**config.mk**
```make
export PLATFORM = sky130hd
export DESIGN_NAME = pwm_duty_ctrl
export DESIGN_NICKNAME = d
export VERILOG_FILES = /design/src/rtl/pwm_pkg.sv /design/src/rtl/btn_debounce.sv /design/src/rtl/pwm_duty_ctrl.sv
export SDC_FILE = /design/constraint.sdc
export NUM_CORES = 1
export LEC_CHECK = 0
export CORE_MARGIN = 2
export CORE_UTILIZATION = 52
export DETAILED_ROUTE_END_ITERATION = 10
export GPL_TIMING_DRIVEN = 1
export PLACE_DENSITY = 0.75
export SLEW_MARGIN = 20
export SYNTH_ARGS = -nofsm -noshare
export SYNTH_HDL_FRONTEND = slang
export SYNTH_SLANG_ARGS = --single-unit
export TNS_END_PERCENT = 1
```
**constraint.sdc**
```tcl
create_clock -name clk -period 1.8 [get_ports clk]
set_input_delay 0.45 -clock clk [delete_from_list [all_inputs] [get_ports clk]]
set_output_delay 0.45 -clock clk [all_outputs]
set_load 0.1 [all_outputs]
```
**src/rtl/pwm_pkg.sv**
```systemverilog
`default_nettype none
// ============================================================================
//  Module      : pwm_pkg
//  Description : Shared duty-range constants, button FSM state encoding and
//                the saturating target-step helper for the PWM duty control.
//  Revision    : 1.0 - initial release
// ============================================================================
package pwm_pkg;

    // Duty is expressed in tenths of the PWM period.
    localparam int DUTY_W = 4;
    localparam logic [DUTY_W-1:0] DUTY_MIN = 4'd1;
    localparam logic [DUTY_W-1:0] DUTY_MAX = 4'd9;
    localparam logic [DUTY_W-1:0] DUTY_RST = 4'd5;

    // Per-button press / hold / auto-repeat state.
    typedef enum logic [1:0] {
        IDLE = 2'd0,
        HOLD = 2'd1,
        RPT  = 2'd2
    } btn_state_t;

    // Next target duty for one step request. The range compare happens before
    // the add/subtract, so the result can never wrap past either limit.
    // Simultaneous increase and decrease cancel out.
    function automatic logic [DUTY_W-1:0] duty_step(
        input logic [DUTY_W-1:0] cur,
        input logic              inc,
        input logic              dec
    );
        logic [DUTY_W-1:0] nxt;
        nxt = cur;
        if (inc && !dec && (cur < DUTY_MAX)) begin
            nxt = cur + DUTY_W'(1);
        end else if (dec && !inc && (cur > DUTY_MIN)) begin
            nxt = cur - DUTY_W'(1);
        end
        return nxt;
    endfunction

endpackage : pwm_pkg
`default_nettype wire

```
**src/rtl/btn_debounce.sv**
```systemverilog
`default_nettype none
// ============================================================================
//  Module      : btn_debounce
//  Description : One button channel: 2-FF synchroniser, 2-sample debounce
//                history, press/hold/auto-repeat FSM and a one-cycle step.
//  Revision    : 1.0 - initial release
// ============================================================================
module btn_debounce
    import pwm_pkg::*;
#(
    parameter int HOLD_W   = 4,
    parameter int RPT_DLY  = 8,
    parameter int RPT_RATE = 2
) (
    input  logic clk,
    input  logic rst,
    input  logic btn_raw,
    input  logic samp_en,
    input  logic lockout,
    output logic lvl_nxt,
    output logic step
);

    localparam logic [HOLD_W-1:0] c_dly  = HOLD_W'(RPT_DLY);
    localparam logic [HOLD_W-1:0] c_rate = HOLD_W'(RPT_RATE);

    logic [1:0]        r_sync;
    logic [1:0]        r_hist;
    logic              r_lvl;
    logic [1:0]        w_hist_nxt;
    logic              w_lvl_nxt;
    btn_state_t        r_state;
    btn_state_t        w_state_nxt;
    logic [HOLD_W-1:0] r_hold;
    logic [HOLD_W-1:0] w_hold_nxt;
    logic              r_step;
    logic              w_step_nxt;

    // Two-stage synchroniser for the asynchronous button pin.
    always_ff @(posedge clk or posedge rst) begin
        if (rst) begin
            r_sync <= 2'b00;
        end else begin
            r_sync <= {r_sync[0], btn_raw};
        end
    end

    // Debounced level only moves once two consecutive samples agree; on a
    // sample tick the new level is exposed so the FSM reacts on that tick.
    always_comb begin
        w_hist_nxt = {r_hist[0], r_sync[1]};
        w_lvl_nxt  = r_lvl;
        if (samp_en) begin
            if (w_hist_nxt == 2'b11) begin
                w_lvl_nxt = 1'b1;
            end else if (w_hist_nxt == 2'b00) begin
                w_lvl_nxt = 1'b0;
            end
        end
    end

    // Sample history and debounced level, advanced on each sample tick.
    always_ff @(posedge clk or posedge rst) begin
        if (rst) begin
            r_hist <= 2'b00;
            r_lvl  <= 1'b0;
        end else if (samp_en) begin
            r_hist <= w_hist_nxt;
            r_lvl  <= w_lvl_nxt;
        end
    end

    // FSM next state: step on press, after the initial delay, then at the
    // repeat rate. Lockout parks the FSM in IDLE; because IDLE only reacts to
    // a rising level, a button still held after lockout ends stays silent.
    always_comb begin
        w_state_nxt = r_state;
        w_hold_nxt  = r_hold;
        w_step_nxt  = 1'b0;
        if (samp_en) begin
            if (lockout) begin
                w_state_nxt = IDLE;
            end else begin
                case (r_state)
                    IDLE: begin
                        if (w_lvl_nxt && !r_lvl) begin
                            w_step_nxt  = 1'b1;
                            w_hold_nxt  = c_dly;
                            w_state_nxt = HOLD;
                        end
                    end
                    HOLD, RPT: begin
                        if (!w_lvl_nxt) begin
                            w_state_nxt = IDLE;
                        end else if (r_hold <= HOLD_W'(1)) begin
                            w_step_nxt  = 1'b1;
                            w_hold_nxt  = c_rate;
                            w_state_nxt = RPT;
                        end else begin
                            w_hold_nxt = r_hold - HOLD_W'(1);
                        end
                    end
                    default: begin
                        w_state_nxt = IDLE;
                    end
                endcase
            end
        end
    end

    // FSM state, hold counter and registered one-cycle step pulse.
    always_ff @(posedge clk or posedge rst) begin
        if (rst) begin
            r_state <= IDLE;
            r_hold  <= '0;
            r_step  <= 1'b0;
        end else begin
            r_state <= w_state_nxt;
            r_hold  <= w_hold_nxt;
            r_step  <= w_step_nxt;
        end
    end

    assign lvl_nxt = w_lvl_nxt;
    assign step    = r_step;

endmodule : btn_debounce
`default_nettype wire

```
**src/rtl/pwm_duty_ctrl.sv**
```systemverilog
`default_nettype none
// ============================================================================
//  Module      : pwm_duty_ctrl
//  Description : Button-driven duty controller for the decimal-period PWM.
//                Debounces inc/dec buttons with auto-repeat, keeps a
//                saturating target and commits it only on frame_start.
//  Revision    : 1.0 - initial release
// ============================================================================
module pwm_duty_ctrl
    import pwm_pkg::*;
#(
    parameter int DEB_DIV  = 4,
    parameter int RPT_DLY  = 8,
    parameter int RPT_RATE = 2
) (
    input  logic              clk,
    input  logic              rst,
    input  logic              btn_inc,
    input  logic              btn_dec,
    input  logic              frame_start,
    output logic [DUTY_W-1:0] duty,
    output logic              duty_upd,
    output logic              pending,
    output logic              at_max,
    output logic              at_min
);

    localparam int SAMP_W   = (DEB_DIV > 1) ? $clog2(DEB_DIV) : 1;
    localparam int HOLD_MAX = (RPT_DLY > RPT_RATE) ? RPT_DLY : RPT_RATE;
    localparam int HOLD_W   = $clog2(HOLD_MAX + 1);
    localparam logic [SAMP_W-1:0] c_samp_last = SAMP_W'(DEB_DIV - 1);

    logic [SAMP_W-1:0] r_samp_cnt;
    logic              w_samp_en;
    logic              w_inc_lvl;
    logic              w_dec_lvl;
    logic              w_lockout;
    logic              w_inc_step;
    logic              w_dec_step;
    logic [DUTY_W-1:0] r_target;
    logic [DUTY_W-1:0] r_duty;
    logic              r_duty_upd;

    // Free-running debounce sample divider.
    always_ff @(posedge clk or posedge rst) begin
        if (rst) begin
            r_samp_cnt <= '0;
        end else if (r_samp_cnt == c_samp_last) begin
            r_samp_cnt <= '0;
        end else begin
            r_samp_cnt <= r_samp_cnt + SAMP_W'(1);
        end
    end

    assign w_samp_en = (r_samp_cnt == c_samp_last);

    // Both buttons held together is treated as an invalid chord.
    assign w_lockout = w_inc_lvl & w_dec_lvl;

    btn_debounce #(
        .HOLD_W   (HOLD_W),
        .RPT_DLY  (RPT_DLY),
        .RPT_RATE (RPT_RATE)
    ) u_btn_inc (
        .clk      (clk),
        .rst      (rst),
        .btn_raw  (btn_inc),
        .samp_en  (w_samp_en),
        .lockout  (w_lockout),
        .lvl_nxt  (w_inc_lvl),
        .step     (w_inc_step)
    );

    btn_debounce #(
        .HOLD_W   (HOLD_W),
        .RPT_DLY  (RPT_DLY),
        .RPT_RATE (RPT_RATE)
    ) u_btn_dec (
        .clk      (clk),
        .rst      (rst),
        .btn_raw  (btn_dec),
        .samp_en  (w_samp_en),
        .lockout  (w_lockout),
        .lvl_nxt  (w_dec_lvl),
        .step     (w_dec_step)
    );

    // Saturating target, updated the cycle after a step pulse.
    always_ff @(posedge clk or posedge rst) begin
        if (rst) begin
            r_target <= DUTY_RST;
        end else begin
            r_target <= duty_step(r_target, w_inc_step, w_dec_step);
        end
    end

    // Commit the target on frame boundaries only; a target changing on the
    // same edge is picked up at the following frame.
    always_ff @(posedge clk or posedge rst) begin
        if (rst) begin
            r_duty     <= DUTY_RST;
            r_duty_upd <= 1'b0;
        end else if (frame_start) begin
            r_duty     <= r_target;
            r_duty_upd <= (r_target != r_duty);
        end else begin
            r_duty_upd <= 1'b0;
        end
    end

    assign duty     = r_duty;
    assign duty_upd = r_duty_upd;
    assign pending  = (r_target != r_duty);
    assign at_max   = (r_target == DUTY_MAX);
    assign at_min   = (r_target == DUTY_MIN);

endmodule : pwm_duty_ctrl
`default_nettype wire

```
---- Word level (Yosys, flattened, before mapping) ----
Cells that the tools add are included.
word-level totals
  flip-flop bits (word level) ............. 33
  input bits .............................. 5
  output and inout bits ................... 8
operators by class
  mux-type cells .......................... 40
  reductions and logical operators ........ 23
  bitwise gates (word level) .............. 2
  add/sub/neg operators ................... 5
  magnitude comparators ................... 4
  equal/unequal tests ..................... 18
operators by type and width
  cell                   number
  $mux W4                8
  $mux W2                9
  $mux W1                17
  $pmux W4 S2            2
  $sub A4 B1 Y4 const B  3
  $eq A2 B2 Y1 const B   5
  $reduce_and A5 Y1      2
  $le A4 B1 Y1 const B   2
  $logic_not A2 Y1       4
  $ne A2 B1 Y1 const B   4
  $ne A4 B3 Y1 const B   2
  $pmux W2 S2            2
  $logic_and A1 B1 Y1    6
  $ne A3 B1 Y1 const B   2
  $reduce_and A3 Y1      2
  $reduce_bool A2 Y1     3
  $add A4 B1 Y4 const B  1
  $eq A2 B1 Y1 const B   2
  $eq A4 B1 Y1 const B   1
  $eq A4 B4 Y1 const B   1
  $gt A4 B1 Y1 const B   1
  $logic_not A1 Y1       4
  $lt A4 B4 Y1 const B   1
  $ne A4 B4 Y1           1
  5 further kinds        7

---- Longest topological paths before layout ----
  word-level depth ........................ 9
  gate-level depth with buffers ........... 7
  depth with buffers taken out ............ 7

---- Cells and area by module ----
Synthesis repeated with hierarchy kept, for this count alone.
unflattened totals
  cells, all modules ...................... 180
  area total of the unflattened synthesis .. 1919.3 um^2
modules (own cells, without submodules)
  module         times used  area an instance (um^2)  cells an instance
  btn_debounce   2           643.1                    61
  pwm_duty_ctrl  1           633.1                    58

---- Worst setup path after synthesis ----
No wires, ideal clock.
  kind .................................... register -> output
  start point ............................. register r_target[0]
  end point ............................... output port at_min
  data required time ...................... 1350 ps
  path slack .............................. -1612 ps
  data arrival time ....................... 2962 ps
  cell stages (with the launch flop) ...... 3
  buffers on the path ..................... 0
  cells stage by stage .................... dfstp_2 ha_1 nor3b_1
between the ends
  cells in the longest elaborated chain, start to end .. 1
RTL lines
  what                    RTL line              text
  from (decl)             pwm_duty_ctrl.sv:40   logic [DUTY_W-1:0] r_target;
  from (signal assigned)  pwm_duty_ctrl.sv:93   r_target <= duty_step(r_target, w_inc_step, w_dec_step);
  $eq A4 B1 Y1            pwm_duty_ctrl.sv:115  assign at_min = (r_target == DUTY_MIN);
  to (decl)               pwm_duty_ctrl.sv:25   output logic at_min
No other way between the ends.

---- Worst setup path in the final report ----
  start point ............................. register r_target[2]
  end point ............................... output port pending
between the ends
  cells in the longest elaborated chain, start to end .. 1
RTL lines
  what          RTL line              text
  $ne A4 B4 Y1  pwm_duty_ctrl.sv:113  assign pending = (r_target != r_duty);
  to (decl)     pwm_duty_ctrl.sv:23   output logic pending,
No other way between the ends.

==> out/metrics.yaml <==
clk_pin_slew_ns: 0.10
dieArea_um2: 4103
fin_skew_ns: 0.004345
fin_crit_ns: 1.955
drt_wl_total_um: 4015
crit_type: "flop to primary output"
rows: 21
slew_viol_final: 0
worstPathRequired_ns: 1.35
post-route-util_pct: 73.27
grt_max_degree: 24
wire_per_inst_um: 14.76
synth_fa_ha_area_share_pct: 8.539
drive_gt1_share_pct: 33.19
drv_cap: 0
grt_pass1_vias: 1650
yosysMostFrequentCell: "dfrtp_1"
power.leakage_nw: 1.088
drt-pass1-iter-count: 4
synth_compound_area_share_pct: 18.75
syn_to_final_growth_pct: 32.42
timing.fmax_mhz: 511.4
syn_avg_cell_area_um2: 10.08
syn_inst: 186
grt_first_pass_wirelength_um: 7169
worstMarginPinSlew_ns: 0.4198
violations: "setup timing"
fin_nets: 242
cts_tree: "done"
port_buffers: 12
p_int_mw: 1.859
syn-num-nets: 203
cts_max_level: 2
fp.dieW_um: 64.06
cts_hold_buf: 0
synth_xor_area_share_pct: 3.269
yosys_warnings: 0
synth_area_um2: 1876
die_y_um: 64.06
hold_class: "flop to flop"
period_share_pct: 108.6
synth_largest_area_cell: "dfrtp_1"
synth_top_area_share_pct: 38.69
async_reset_ff_share_pct: 100.0
status: "complete, but fails checks"
io_pins: 13
final-hold-violation-count: 0
viasPerCell: 5.706
num_vias: 1552
synthTopCellsByCount: "dfrtp_1, inv_1, ha_1"
power_density_nw_per_um2: 1351
clock_sinks: 33
yosysSeqAreaShare_pct: 44.30
numCtsBuffers: 5
synth_edf_count: 0
p_switching_mw: 1.497
synth_cell_types: 56
antenna_found_initial: 0
dp_hpwl_um: 2887
diodes: 0
start_kind: "flop"
comb_power_share_pct: 55.1
muxShareOfSynthArea_pct: 4.136
seqPwrFrac_pct: 32.0
place_ws_ns: -0.1317
setup_ws_ns: -0.1553
ant_nets: 0
cp.arrival_ns: 1.51
setup-violations-final: 6
reg2reg_slack_ns: -0.06
yosys.area_share.simple_pct: 14.54
ys.flop_type: "dfrtp_1"
drc: 0
vdd_drop_max_mv: 0.7601
globalplace.congestion: 0.8126
swShare_pct: 44.61
rsz0062_at_grt: "yes"
clk_path_buf_depth: 2
crit_path_end_kind: "primary output"
coreArea_um2: 3390
insertion_delay_ns: 0.33
crit_fanout: 6
synth_top_family_by_area: "compound AO/OA/AOI/OAI gates"
pwr-share-clk_pct: 12.9
relSlewSlack_pct: 71.66
first_iter_violations: 48
ys_ff_latch: 33
gr-total-overflow: 0
root_buffer: "clkbuf_4"
synth_area_leaders: "dfrtp_1, ha_1, dfstp_2"
start_util_pct: 55.33
grt_usage_pct: 22.46
[power by group through the flow]
stage	registers, mW	clock network (mW)	logic (mW)
after floorplan	1.32	0	0.778
after global placement	1.05	0	1.68
after detailed placement	1.06	0	1.73
after CTS	1.06	0.452	1.81
after global routing	1.10	0.494	1.98
final	1.07	0.434	1.85
[worst max-delay path, cell delays in order, from the launching register on]
cell	delay [ns]
dfstp_2	0.65
xnor2_2	0.13
nand4_1	0.17
buf_12	0.21
[layer usage]
metal	vias to the layer above	wire (um)	track usage (%)
li1	745	-	-
met1	778	1606	25.46
met2	26	2251	40.89
met3	3	123	4.930
met4	0	34	8.424
met5	-	0	0
[what timing repair did]
item / CTS / global route
gates resized for setup: 10 / 15
setup buffers: 1 / 0
cloned: 0 / 0
pin swaps: 4 / 6
setup endpoints to repair: 10 / 18
[flip-flops by register name, indices dropped and copies added, names as in the netlist, 2 cells and up]
signal / cells
duty: 4
r_samp_cnt: 2
r_target: 4
u_btn_dec.r_hold: 4
u_btn_dec.r_state: 2
u_btn_dec.r_sync: 2
u_btn_inc.r_hold: 4
u_btn_inc.r_state: 2
u_btn_inc.r_sync: 2
[area by class of cell]
type / count / area, um^2
fillers: 234 / 905.9
repair buffers: 38 / 399.1
well taps: 46 / 57.56
inverters: 23 / 86.33
flip-flops and latches: 33 / 840.8
multi-input cells: 124 / 1041
clock buffers: 8 / 58.81
[cells by family (layout without fill, tap and decap cells)]
| logic type | after synthesis | count (layout) |
|---|---|---|
| multiplexers | 7 | 7 |
| adder cells (fa/ha/maj) | 13 | 13 |
| XOR/XNOR | 7 | 7 |
| AND/OR/NAND/NOR | 50 | 50 |
| flip-flops | 33 | 33 |
| AO/OA/AOI/OAI | 47 | 47 |
| buffers and inverters | 29 | 69 |
[final timing paths]
path / depth (start not counted) / to / startpoint
hold / removal: 0 / u_btn_dec.r_sync[1]$_DFF_PP0_ / u_btn_dec.r_sync[0]$_DFF_PP0_
min in group asynchronous: 3 / r_target[1]$_DFFE_PP0P_ / rst
max in group asynchronous: 3 / r_target[2]$_DFFE_PP1P_ / rst
hold reg to reg: 0 / u_btn_dec.r_sync[1]$_DFF_PP0_ / u_btn_dec.r_sync[0]$_DFF_PP0_
setup / recovery: 3 / pending / r_target[2]$_DFFE_PP1P_
setup reg to reg: 7 / u_btn_dec.r_hold[2]$_DFFE_PP0P_ / r_samp_cnt[0]$_DFF_PP0_
[layout by cell type, fill, tap and decap left out, types with 4 or more instances in the layout]
cell type and n:
dfrtp_1 27, buf_4 25, inv_1 20, nor2_1 9
nand2_1 9, o21ai_0 8, buf_12 8, ha_1 7
a31oi_1 6, nand2b_1 5, nor3_1 5, clkbuf_4 5
o21ai_1 4, nand4_1 4, mux2_2 4, xnor2_1 4
clkdlybuf4s50_1 4
[metrics by stage]
step / instances / cell area, um^2 / setup TNS (ns) / power, mW / hold WS, ns
final: 272 / 2484 / -0.5356 / 3.356 / 0.3641
after detailed placement: 263 / 2301 / -0.5054 / 2.794 / 0.3433
after CTS: 272 / 2410 / -0.6103 / 3.323 / 0.3672
after global routing: 272 / 2484 / -1.577 / 3.569 / 0.3731
after global placement: 263 / 2301 / -0.08219 / 2.732 / 0.3408
after floorplan: 186 / 1892 / -2.053 / 2.093 / 0.3312
(Power assumes the default switching activity.)
==> patch 1, RTL diff (same settings) <==
`RPT_DLY` is set to 8 in 2 places; all go to 16.
--- a/src/rtl/btn_debounce.sv
+++ b/src/rtl/btn_debounce.sv
@@ -11,3 +11,3 @@
     parameter int HOLD_W   = 4,
-    parameter int RPT_DLY  = 8,
+    parameter int RPT_DLY  = 16,
     parameter int RPT_RATE = 2
--- a/src/rtl/pwm_duty_ctrl.sv
+++ b/src/rtl/pwm_duty_ctrl.sv
@@ -12,3 +12,3 @@
     parameter int DEB_DIV  = 4,
-    parameter int RPT_DLY  = 8,
+    parameter int RPT_DLY  = 16,
     parameter int RPT_RATE = 2
Check against the original RTL: same outputs for any inputs over 10 cycles, from zero or initial values and one cycle with rst high; that may be too few to reach the edited logic, so the function may still have changed.
==> patch 1 against the unedited design <==
Synthesized area grew 4.9%. Cell area grew 12%. The flow still finishes with violations (negative setup slack). Critical path type unchanged. Sequential power grew 8%. Worst setup slack lost 0.0069 ns. Synthesized cell count is the same. Total power grew 22%. Routed wire length grew 21%. First-iteration DRC count grew 130%. Sequential cell count grew 2.
==> patch 1: results (changes against the unedited design) <==
[status]
status=finished with violations  ; unchanged
violations=negative setup slack  ; unchanged

[global_routing]
first_global_vias=1679  ; was 1650
grt_max_degree=32  ; was 24
globalRouteMet3Util_pct=5.14  ; was 4.93%
met2_usage_pct=41.6  ; was 40.9%

[placement]
gp_congestion=0.911  ; was 0.813
post-place-ws_ns=-0.242  ; was -0.132 ns
detailed_place_hpwl_um=3110  ; was 2890 µm
dp.cells=271  ; was 263

[final_layout]
fin_cells=287  ; was 272
drive_gt1_share_pct=39.3  ; was 33.2%
fin_nets=255  ; was 242

[sta]
finClkSkew_ns=0.0102  ; was 0.00435 ns
layout_setup_ws_ns=-0.162  ; was -0.155 ns
worst_pin_slew_ns=0.465  ; was 0.420 ns
finalSetupViolations=11  ; was 6
setup_tns_ns=-0.635  ; was -0.536 ns

[yosys]
synth.top_cells.by_area=dfrtp_1, ha_1, dfstp_2, mux2_2, xnor2_1  ; was dfrtp_1, ha_1, dfstp_2, inv_1, xnor2_1
syn_area_per_cell_um2=10.6  ; was 10.1 µm²
synth_mux_area_share_pct=5.21  ; was 4.14%
synth-adder-area-share_pct=7.63  ; was 8.54%
netlist_top_cells_count=dfrtp_1, inv_1, nand2_1  ; was dfrtp_1, inv_1, ha_1
synth_compound_area_share_pct=20.0  ; was 18.7%
synth_cell_types=49  ; was 56
synth-xor-area-share_pct=3.12  ; was 3.27%

[pwr]
p_int_w=0.00232  ; was 0.00186 W
ir_worst_vdd_mv=1.35  ; was 0.760 mV
leakage_nw=1.24  ; was 1.09 nW

[setup_path]
cp_max_fo=3  ; was 6

[clock_tree]
clkLatencyLatePin_ns=0.29  ; was 0.33 ns
clk_pin_slew_ns=0.08  ; was 0.10 ns

[patch 1: cell count changes after synthesis, moves of 3 or more]
cell,unedited run,this run
nand2_1,9,13
a31oi_1,6,0
inv_1,22,15
o21ai_1,3,0
o31ai_1,3,7
nor2b_1,1,7
[patch 1: power groups by stage]
stage                     Sequential (W)  Clock [W]  Combinational, W
final                            0.00116   0.000730           0.00220
after global routing             0.00118   0.000762           0.00230
after CTS                        0.00115   0.000738           0.00211
after detailed placement         0.00115          0           0.00191
after global placement           0.00113          0           0.00185
after floorplan                  0.00139          0          0.000886
[patch 1: through the flow]
| step | power [W] | area, µm² | hold slack, ns | util (%) |
|---|---|---|---|---|
| 2_1_floorplan | 0.00227 | 1980 | 0.331 | - |
| 3_3_place_gp | 0.00298 | 2460 | 0.332 | 67.2 |
| 3_5_place_dp | 0.00306 | 2460 | 0.335 | 67.2 |
| 4_1_cts | 0.00400 | 2740 | 0.351 | 74.9 |
| 5_1_grt | 0.00424 | 2780 | 0.364 | 75.9 |
| 6_report | 0.00409 | 2780 | 0.352 | 75.9 |
[patch 1: cell families after synthesis]
logic type,count (synthesis)
buf+inv,20
simple gates,58
xor+xnor,7
mux,9
flops,35
fa+ha+maj,12
compound gates,45
[patch 1: routing by layer]
| metal | vias up | wire [µm] |
|---|---|---|
| met3 | 8 | 147 |
| met1 | 822 | 2010 |
| met2 | 37 | 2640 |
| li1 | 770 | - |
| met4 | 0 | 60 |
| met5 | - | 0 |
[patch 1: final cells by class]
cell class / count / area [µm²]
multi-input cells: 131 / 1150
flip-flops and latches: 35 / 891
fillers: 239 / 881
repair buffers: 50 / 509
clock buffers: 6 / 82.6
well taps: 48 / 60.1
inverters: 15 / 56.3
clock inverters: 2 / 35.0
[patch 1: worst max-delay path, stage by stage, from the launching register on]
cell and delay, ns:
dfstp_4 0.65, xnor2_1 0.15, nand4_1 0.21, buf_12 0.22
[patch 1: worst min-delay path by stage]
stage / cells past startpoint / end / slack, ns
after CTS: 0 / u_btn_inc.r_sync[1] / 0.35
after detailed placement: 0 / u_btn_inc.r_sync[1] / 0.33
after global placement: 0 / u_btn_inc.r_sync[1] / 0.33
after floorplan: 0 / u_btn_dec.r_sync[1] / 0.33
final: 0 / u_btn_inc.r_sync[1] / 0.35
after global routing: 0 / u_btn_inc.r_sync[1] / 0.36
[patch 1: what timing repair did]
action | 4_1_cts | 5_1_grt
setup endpoints to repair | 18 | 21
pin swaps | 10 | 2
gates resized for setup | 24 | 11
buffers inserted | 7 | 1
==> patch 2, RTL diff (same flow settings) <==
Made on the original files. Put a register stage on the outputs `pending`, `at_max` and `at_min`, cleared by the reset. The values now appear one clock later. The other outputs are not delayed to match.
--- a/src/rtl/pwm_duty_ctrl.sv
+++ b/src/rtl/pwm_duty_ctrl.sv
@@ -112,5 +112,13 @@
     assign duty_upd = r_duty_upd;
-    assign pending  = (r_target != r_duty);
-    assign at_max   = (r_target == DUTY_MAX);
-    assign at_min   = (r_target == DUTY_MIN);
+    always_ff @(posedge clk or posedge rst) begin
+        if (rst) begin
+            pending <= '0;
+            at_max  <= '0;
+            at_min  <= '0;
+        end else begin
+            pending <= (r_target != r_duty);
+            at_max  <= (r_target == DUTY_MAX);
+            at_min  <= (r_target == DUTY_MIN);
+        end
+    end
 
Formal check against the unedited RTL: not equivalent (a bounded check fails within 10 cycles, from zero or initial values and one cycle with rst high).
==> patch 2 against the unedited design <==
The run still ends with negative setup slack left. Maximum frequency grew 3.1%. Worst setup slack better by 0.059 ns. Die area increased by 3.3%. Sequential cell count grew 3. Combinational power is 7% higher. Routed wire length is 10% higher. Clock power grew 37%. Synthesized area up 3.5%. Sequential share of layout area up 1.5 points. Total power up 14%. Cell area rose by 3.1%. Critical endpoint is now u_btn_inc.r_hold[3]. Largest power group unchanged.
==> patch 2: results (changes against the unedited design) <==
[placement]
gp_congestion=0.865  ; was 0.813
placed_area_mm2=0.00238  ; was 0.00230 mm²

[yosys]
netlist_top_cells_count=dfrtp_1, inv_1, ha_1  ; unchanged
seq_area_frac_synth_pct=46.7  ; was 44.3%
synth_compound_area_share_pct=17.4  ; was 18.7%
synth_fp_nets=197  ; was 203
synth_cell_types=51  ; was 56
synth-xor-area-share_pct=3.16  ; was 3.27%
synth_async_sr_flop_share_pct=100  ; unchanged
synth-adder-area-share_pct=8.25  ; was 8.54%
synth.top_cells.by_area=dfrtp_1, ha_1, dfstp_2, mux2_2, inv_1  ; was dfrtp_1, ha_1, dfstp_2, inv_1, xnor2_1
synth_mux_area_share_pct=5.16  ; was 4.14%

[global_routing]
grt.total_usage_pct=23.7  ; was 22.5%
globalRouteMet3Util_pct=5.65  ; was 4.93%
grt_first_pass_wirelength_um=7560  ; was 7170 µm
first_global_vias=1656  ; was 1650
met2_usage_pct=43.7  ; was 40.9%
globalRouteMet1Util_pct=25.6  ; was 25.5%

[routing]
first_pass_iters=5  ; was 4
drt-met1-wl_um=1720  ; was 1610 µm
drt-vias-per-instance=5.79  ; was 5.71
wl_um=4430  ; was 4020 µm
wl_met3_um=168  ; was 123 µm
met2_length_um=2400  ; was 2250 µm

[setup_path]
cp_max_fo=7  ; was 6
crit_arrival_ns=2.07  ; was 1.51 ns
slowest_stage=dfrtp_1  ; was dfstp_2
crit_family=compound AO/OA/AOI/OAI gates  ; was flip-flops
cpPeakStageDelay_ns=0.41  ; was 0.65 ns
r2r_cells=6  ; was 7
r2r_end=u_btn_inc.r_hold[3]  ; was u_btn_dec.r_hold[2]

[final_layout]
fin_nets=239  ; was 242
n_fill_cell=277  ; was 234
drive_gt1_share_pct=33.2  ; about the same
antennaDiodeCount=0  ; unchanged

[pwr]
ir_worst_vdd_mv=0.896  ; was 0.760 mV
leakage_nw=1.14  ; was 1.09 nW

[clock_tree]
clk_pin_slew_ns=0.07  ; was 0.10 ns
cts_root_buf=clkbuf_8  ; was clkbuf_4
clkLatencyLatePin_ns=0.29  ; was 0.33 ns

[sta]
slew_headroom_pct=75.0  ; was 71.7%
finClkSkew_ns=0.00649  ; was 0.00435 ns
setup_tns_ns=-0.338  ; was -0.536 ns
layout_setup_ws_ns=-0.0958  ; was -0.155 ns
finalSetupViolations=7  ; was 6

[status]
violations=negative setup slack  ; unchanged
status=finished with violations  ; unchanged

[hold_path]
min_to=u_btn_inc.r_sync[1]  ; was u_btn_dec.r_sync[1]
min_from=u_btn_inc.r_sync[0]  ; was u_btn_dec.r_sync[0]

patch 2: cell types whose count changed after synthesis, moves of 3 or more:
cell / change
a31oi_1: -5
inv_1: -5
dfrtp_1: +3
mux2_2: +4
o2bb2ai_1: +4
patch 2: worst max-delay path by stage:
stage                        from                   end  slack, ns  cells past startpoint
CTS                 r_samp_cnt[0]   u_btn_inc.r_hold[3]      -0.08                      6
detailed placement  r_samp_cnt[0]   u_btn_inc.r_hold[3]      -0.08                      6
global placement    r_samp_cnt[0]  u_btn_dec.r_state[1]      -0.01                      6
floorplan           r_samp_cnt[0]  u_btn_dec.r_state[1]       0.02                      6
global route        r_samp_cnt[0]   u_btn_inc.r_hold[2]      -0.18                      6
finish              r_samp_cnt[0]   u_btn_inc.r_hold[3]       -0.1                      6
patch 2: area by class of cell:
cell class                 instances  area [µm²]  share of cell area, %
timing repair buffer              39         407                   15.9
tap                               48        60.1                   2.35
clock inverter                     2        10.0                  0.391
inverter                          18        70.1                   2.74
sequential                        36         906                   35.4
multi-input combinational        122        1020                   40.0
clock buffer                       6        82.6                   3.23
patch 2: where the power goes:
group	switching, W	total (W)	internal, W	leakage [nW]
sequential	0.000227	0.00127	0.00104	0.447
clock	0.000289	0.000594	0.000305	0.0510
combinational	0.00115	0.00198	0.000830	0.639
patch 2: per-stage QoR:
stage / util (%) / hold slack, ns / std cells / worst slack, ns
after floorplan: - / 0.331 / 180 / 0.0188
after global placement: 65.5 / 0.336 / 262 / -0.0102
after detailed placement: 65.5 / 0.343 / 262 / -0.0834
after CTS: 68.7 / 0.358 / 270 / -0.0845
after global routing: 70.5 / 0.375 / 271 / -0.178
final: 70.5 / 0.354 / 271 / -0.0958
patch 2: repair_timing:
item	in CTS	in global routing
setup endpoints to repair	13	13
gates resized for setup	5	13
pin swaps	1	3
buffers inserted	0	1
